===== src/rtl/hll_job_ctrl.sv =====
// HyperLogLog job controller: meters a software-sized job of 512-bit beats from
// the TCP RX stream into the HLL IP, generates TLAST itself, then waits for the
// IP's result write to reach DMA before reporting completion.
module hll_job_ctrl #(
    parameter int unsigned DATA_WIDTH = 512,
    parameter int unsigned TIMEOUT    = 65536
) (
    input  logic                    clk,
    input  logic                    rstn,
    input  logic                    start,
    input  logic [31:0]             cfg_len,
    input  logic [63:0]             cfg_base_addr,
    input  logic                    s_axis_rx_valid,
    output logic                    s_axis_rx_ready,
    input  logic [DATA_WIDTH-1:0]   s_axis_rx_data,
    input  logic [DATA_WIDTH/8-1:0] s_axis_rx_keep,
    input  logic                    s_axis_rx_last,
    output logic                    m_axis_hll_valid,
    input  logic                    m_axis_hll_ready,
    output logic [DATA_WIDTH-1:0]   m_axis_hll_data,
    output logic [DATA_WIDTH/8-1:0] m_axis_hll_keep,
    output logic                    m_axis_hll_last,
    output logic [63:0]             hll_base_addr,
    input  logic                    s_hll_cmd_valid,
    output logic                    s_hll_cmd_ready,
    input  logic [95:0]             s_hll_cmd_data,
    input  logic                    s_hll_wr_valid,
    output logic                    s_hll_wr_ready,
    input  logic [31:0]             s_hll_wr_data,
    input  logic [3:0]              s_hll_wr_keep,
    input  logic                    s_hll_wr_last,
    output logic                    m_dma_cmd_valid,
    input  logic                    m_dma_cmd_ready,
    output logic [95:0]             m_dma_cmd_data,
    output logic                    m_dma_wr_valid,
    input  logic                    m_dma_wr_ready,
    output logic [31:0]             m_dma_wr_data,
    output logic [3:0]              m_dma_wr_keep,
    output logic                    m_dma_wr_last,
    output logic                    busy,
    output logic                    done,
    output logic [31:0]             beat_cnt,
    output logic [31:0]             cycle_cnt,
    output logic [2:0]              err
);

    typedef enum logic [1:0] {StIdle, StRun, StDrain, StDone} state_e;

    state_e      state_q, state_d;
    logic [31:0] total_q;
    logic [31:0] beat_cnt_q;
    logic [31:0] cycle_cnt_q;
    logic [31:0] to_cnt_q;
    logic [63:0] base_q;
    logic [2:0]  err_q;

    logic len_ok, start_ok, start_bad, rx_hs, final_beat, wr_last_hs, to_hit;

    assign len_ok     = (cfg_len != 32'd0) && (cfg_len[5:0] == 6'd0);
    assign start_ok   = start && (state_q == StIdle) && len_ok;
    assign start_bad  = start && (state_q == StIdle) && !len_ok;
    assign rx_hs      = (state_q == StRun) && s_axis_rx_valid && m_axis_hll_ready;
    assign final_beat = (beat_cnt_q == total_q - 32'd1);
    assign wr_last_hs = s_hll_wr_valid && m_dma_wr_ready && s_hll_wr_last;
    assign to_hit     = (to_cnt_q == TIMEOUT - 32'd1);

    // Write path is a pure pass-through in every state so late results still drain.
    assign m_dma_cmd_valid = s_hll_cmd_valid;
    assign s_hll_cmd_ready = m_dma_cmd_ready;
    assign m_dma_cmd_data  = s_hll_cmd_data;
    assign m_dma_wr_valid  = s_hll_wr_valid;
    assign s_hll_wr_ready  = m_dma_wr_ready;
    assign m_dma_wr_data   = s_hll_wr_data;
    assign m_dma_wr_keep   = s_hll_wr_keep;
    assign m_dma_wr_last   = s_hll_wr_last;

    assign m_axis_hll_data = s_axis_rx_data;
    assign m_axis_hll_keep = s_axis_rx_keep;
    assign hll_base_addr   = base_q;
    assign beat_cnt        = beat_cnt_q;
    assign cycle_cnt       = cycle_cnt_q;
    assign err             = err_q;

    // State register.
    always_ff @(posedge clk) begin
        if (!rstn) begin
            state_q <= StIdle;
        end else begin
            state_q <= state_d;
        end
    end

    // Next-state logic.
    always_comb begin
        state_d = state_q;
        case (state_q)
            StIdle:  if (start_ok) state_d = StRun;
            StRun:   if (rx_hs && final_beat) state_d = StDrain;
            StDrain: if (wr_last_hs || to_hit) state_d = StDone;
            StDone:  state_d = StIdle;
            default: state_d = StIdle;
        endcase
    end

    // FSM-driven outputs; the RX stream is only open while running.
    always_comb begin
        busy             = (state_q != StIdle);
        done             = (state_q == StDone);
        s_axis_rx_ready  = 1'b0;
        m_axis_hll_valid = 1'b0;
        m_axis_hll_last  = 1'b0;
        if (state_q == StRun) begin
            s_axis_rx_ready  = m_axis_hll_ready;
            m_axis_hll_valid = s_axis_rx_valid;
            m_axis_hll_last  = final_beat;
        end
    end

    // Job registers, counters and sticky error flags.
    always_ff @(posedge clk) begin
        if (!rstn) begin
            total_q     <= '0;
            base_q      <= '0;
            beat_cnt_q  <= '0;
            cycle_cnt_q <= '0;
            to_cnt_q    <= '0;
            err_q       <= '0;
        end else begin
            if (state_q != StIdle) cycle_cnt_q <= cycle_cnt_q + 32'd1;
            case (state_q)
                StIdle: begin
                    if (start_ok) begin
                        total_q     <= cfg_len >> 6;
                        base_q      <= cfg_base_addr;
                        beat_cnt_q  <= '0;
                        cycle_cnt_q <= '0;
                        err_q       <= '0;
                    end else if (start_bad) begin
                        err_q[0] <= 1'b1;
                    end
                end
                StRun: begin
                    if (rx_hs) beat_cnt_q <= beat_cnt_q + 32'd1;
                    // Upstream last is only an error when it disagrees with our count.
                    if (rx_hs && s_axis_rx_last && !final_beat) err_q[1] <= 1'b1;
                    if (rx_hs && final_beat) to_cnt_q <= '0;
                end
                StDrain: begin
                    to_cnt_q <= to_cnt_q + 32'd1;
                    // A last arriving on the limit cycle wins over the timeout.
                    if (to_hit && !wr_last_hs) err_q[2] <= 1'b1;
                end
                default: ;
            endcase
        end
    end

endmodule


===== config.mk =====
export PLATFORM = sky130hd
export DESIGN_NAME = hll_job_ctrl
export DESIGN_NICKNAME = d
export VERILOG_FILES = /design/src/rtl/hll_job_ctrl.sv
export SDC_FILE = /design/constraint.sdc
export NUM_CORES = 1
export LEC_CHECK = 0
export ABC_AREA = 1
export CORE_AREA = 2 2 643 645
export CTS_CLUSTER_DIAMETER = 120
export DETAILED_ROUTE_END_ITERATION = 10
export DIE_AREA = 0 0 645 647
export GPL_TIMING_DRIVEN = 0
export PLACE_DENSITY = 0.3
export SLEW_MARGIN = 30
export SYNTH_ARGS = -nofsm -noshare
export SYNTH_HDL_FRONTEND = slang
export SYNTH_SLANG_ARGS = --single-unit

===== constraint.sdc =====
create_clock -name clk -period 4.6 [get_ports clk]
set_input_delay 0.92 -clock clk [delete_from_list [all_inputs] [get_ports clk]]
set_output_delay 0.92 -clock clk [all_outputs]
set_load 0.02 [all_outputs]

==> results.yml <==
outcome:
  outcome: "finished, final reports clean"
worst_setup_path:
  worstSetupEndpointType: "output port"
  crit_type: "reg2out"
  ff2ff_path_depth: 11
  required_ns: 3.68
  r2r_slack_ns: 0.77
  regToRegStartpoint: "state_q[0]"
  critPathLaunchType: "register"
  worstReg2RegEnd: "cycle_cnt[10]"
  crit_fanout: 6
  critical_path_arrival_ns: 3.46
timing:
  min_period_ns: 4.380
  relSlewSlack: 0.3650
  finalCritPeriodShare: 0.9522
  setup_viol: 0
  rsz0062_at_grt: "false"
  max_slew.worst_pin.slew_ns: 0.9524
  hold_viol: 0
  max_freq_mhz: 228.3
  fin_worst_skew_ns: 0.04440
  slew_viol_final: 0
placed_design:
  post_dp_cell_area_um2: 32060
  io_buffer_count: 952
  place_inst: 8684
  place_hpwl_um: 213100
  gp_congestion: 1.063
grt:
  grt_pass1_vias: 18416
  track_usage: 0.1034
  grt_max_degree: 22
  grt_pass1_wl_um: 264400
  antenna_found_initial: 300
  grt-ovfl-total: 0
cts:
  hold_buffers: 0
  clkTransAtPathRegs_ns: 0.09
  numCtsBuffers: 25
  clk-insertion-delay-late_ns: 0.57
  cts-root-buf: "clkbuf_16"
  htree_levels: 4
  cts.sinks: 191
  clk_path_buf_depth: 3
  cts_tree: "done"
floorplan:
  rows: 236
  die_h_um: 647
  coreArea_um2: 411000
  start_util: 0.03795
  die_area_um2: 417300
  io_pins: 1664
  fp.dieW_um: 645
drt:
  wl_per_cell_um: 25.96
  first_pass_iters: 5
  wl_um: 227200
  ant_nets: 0
  drc: 0
  drtIter0Drc: 1017
  vias: 19191
  via_per_inst: 2.193
power:
  leakagePower_uw: 0.01124
  ir_drop_v: 0.0001378
  p_per_area_nw_per_um2: 205.4
hold_path:
  holdPathEnd: "err[1]"
  min-delay-start: "err[1]"
  min_path_cells: 2
  hp-class: "reg2reg"
layout:
  fin_area_um2: 32870
  nets: 4060
  final_core_util: 0.07997
  fin_cells: 8752
  drive_above_1_share: 0.2516
  area_growth_pct: 110.7
yosys:
  ys_seq_area_frac: 0.2451
  synth-seq-cells: 191
  synth_area_um2: 15600
  synthCells: 2254
  ys_warn_count: 0
  yosys.area.top_type: "buf_4"
  syn_area_per_cell_um2: 6.920
  ys_types: 43
  synth.net_count: 3077
  ys_top_cells_by_area: "buf_4, dfxtp_1, nor2_1"
  netlist.area_leader.share: 0.3431
flow_run:
  maxCapViolCount: 0
## critical path: stages, from the launching register on
cell	delay [ns]
dfxtp_1	0.62
inv_1	0.27
nand2_1	0.11
nand2_1	0.05
nor2_1	0.17
nand3_1	0.09
nor2_1	0.12
nand2_1	0.08
nor2_1	0.12
nand3_1	0.09
nor2_2	0.31
nand3_1	0.19
nor2_1	0.22
clkdlybuf4s15_2	0.43
## where the power goes
group	total [uW]	internal [uW]	switching, uW
clock	1930	1080	850
sequential	1760	1700	67.5
combinational	3050	1260	1800
total	6750	4040	2720
## Yosys cell counts (all sizes together)
master,instances
buf,724
nor2,323
nand2,306
dfxtp,191
inv,125
o21ai,108
a21oi,95
nand3,86
clkbuf,58
nor3,49
xor2,42
nand4,36
xnor2,33
nor4,31
ha,8
a211oi,7
nand3b,6
clkinv,4
nor3b,4
o21a,4
o21bai,3
a31oi,2
or2,2
a21o,1
a22oi,1
and2,1
nor4b,1
o211a,1
o211ai,1
xnor3,1
## through the flow
step / total power (uW) / setup WS [ns] / hold slack, ns / setup TNS, ns
after floorplan: 3276 / 1.858 / 0.4590 / 0
after global placement: 4973 / -1.855 / 0.4529 / -75.90
after detailed placement: 4973 / -0.2700 / 0.4701 / -2.681
after CTS: 6998 / 0.008487 / 0.4844 / 0
after global routing: 7112 / 0.007848 / 0.5116 / 0
final: 6752 / 0.2200 / 0.4708 / 0
## cells by family after synthesis
kind of cell,share of synthesized area
buffers and inverters,0.3927
AND/OR/NAND/NOR,0.2372
AO/OA/AOI/OAI,0.07500
flip-flops,0.2451
XOR/XNOR,0.04355
adder cells (fa/ha/maj),0.006417
## cell type report
| class | instances | area (um2) |
|---|---|---|
| Fill cell | 48410 | 378200 |
| Timing Repair Buffer | 956 | 9584 |
| Tap cell | 5474 | 6849 |
| Buffer | 782 | 5660 |
| Multi-Input combinational cell | 1152 | 5658 |
| Sequential cell | 191 | 3824 |
| Clock buffer | 29 | 670.6 |
| Inverter | 129 | 484.2 |
| Antenna cell | 35 | 87.58 |
| Clock inverter | 4 | 51.30 |
## routing by layer
layer | up-vias | wire length [um] | track usage | part of all wire
li1 | 8443 | - | - | -
met1 | 8636 | 75070 | 0.09683 | 0.33
met2 | 1422 | 114800 | 0.1880 | 0.51
met3 | 532 | 29910 | 0.06577 | 0.13
met4 | 158 | 6288 | 0.02287 | 0.028
met5 | - | 1098 | 0.001041 | 0.0048
## state kept, by name, indices dropped and copies added, names as in the netlist
signal and cells:
err 3, cycle_cnt 32, total_q 26, state_q 2
to_cnt_q 32, beat_cnt 32, hll_base_addr 64
## cell usage in the layout, fill, tap and decap left out, types with 11 or more instances in the layout
cell type        instances
buf_4                  713
nor3_1                  49
nor2_2                  11
clkbuf_1                44
dfxtp_1                191
nand3_1                 85
nand4_1                 35
clkdlybuf4s50_1        946
nor4_1                  31
diode_2                 35
o21ai_0                107
buf_2                   11
clkbuf_16               25
inv_1                  117
xor2_1                  42
xnor2_1                 33
clkbuf_2                15
a21oi_1                 94
nor2_1                 307
nand2_1                299
## repair_timing
action	CTS	global route
gates resized for setup	3	0
buffers inserted	0	0
endpoints found under the setup margin	1	0
## worst max-delay path by stage
| stage | from | endpoint | slack, ns | depth (start not counted) |
|---|---|---|---|---|
| final | beat_cnt[0] | m_axis_hll_last | 0.22 | 13 |
| after CTS | beat_cnt[0] | m_axis_hll_last | 0.008 | 13 |
| after global placement | cfg_len[28] | hll_base_addr[62] | -1.85 | 10 |
| after detailed placement | cfg_len[28] | hll_base_addr[0] | -0.27 | 11 |
| after floorplan | total_q[0] | m_axis_hll_last | 1.86 | 14 |
| after global routing | beat_cnt[0] | m_axis_hll_last | 0.008 | 13 |
Power figures use the tool's default switching activity.
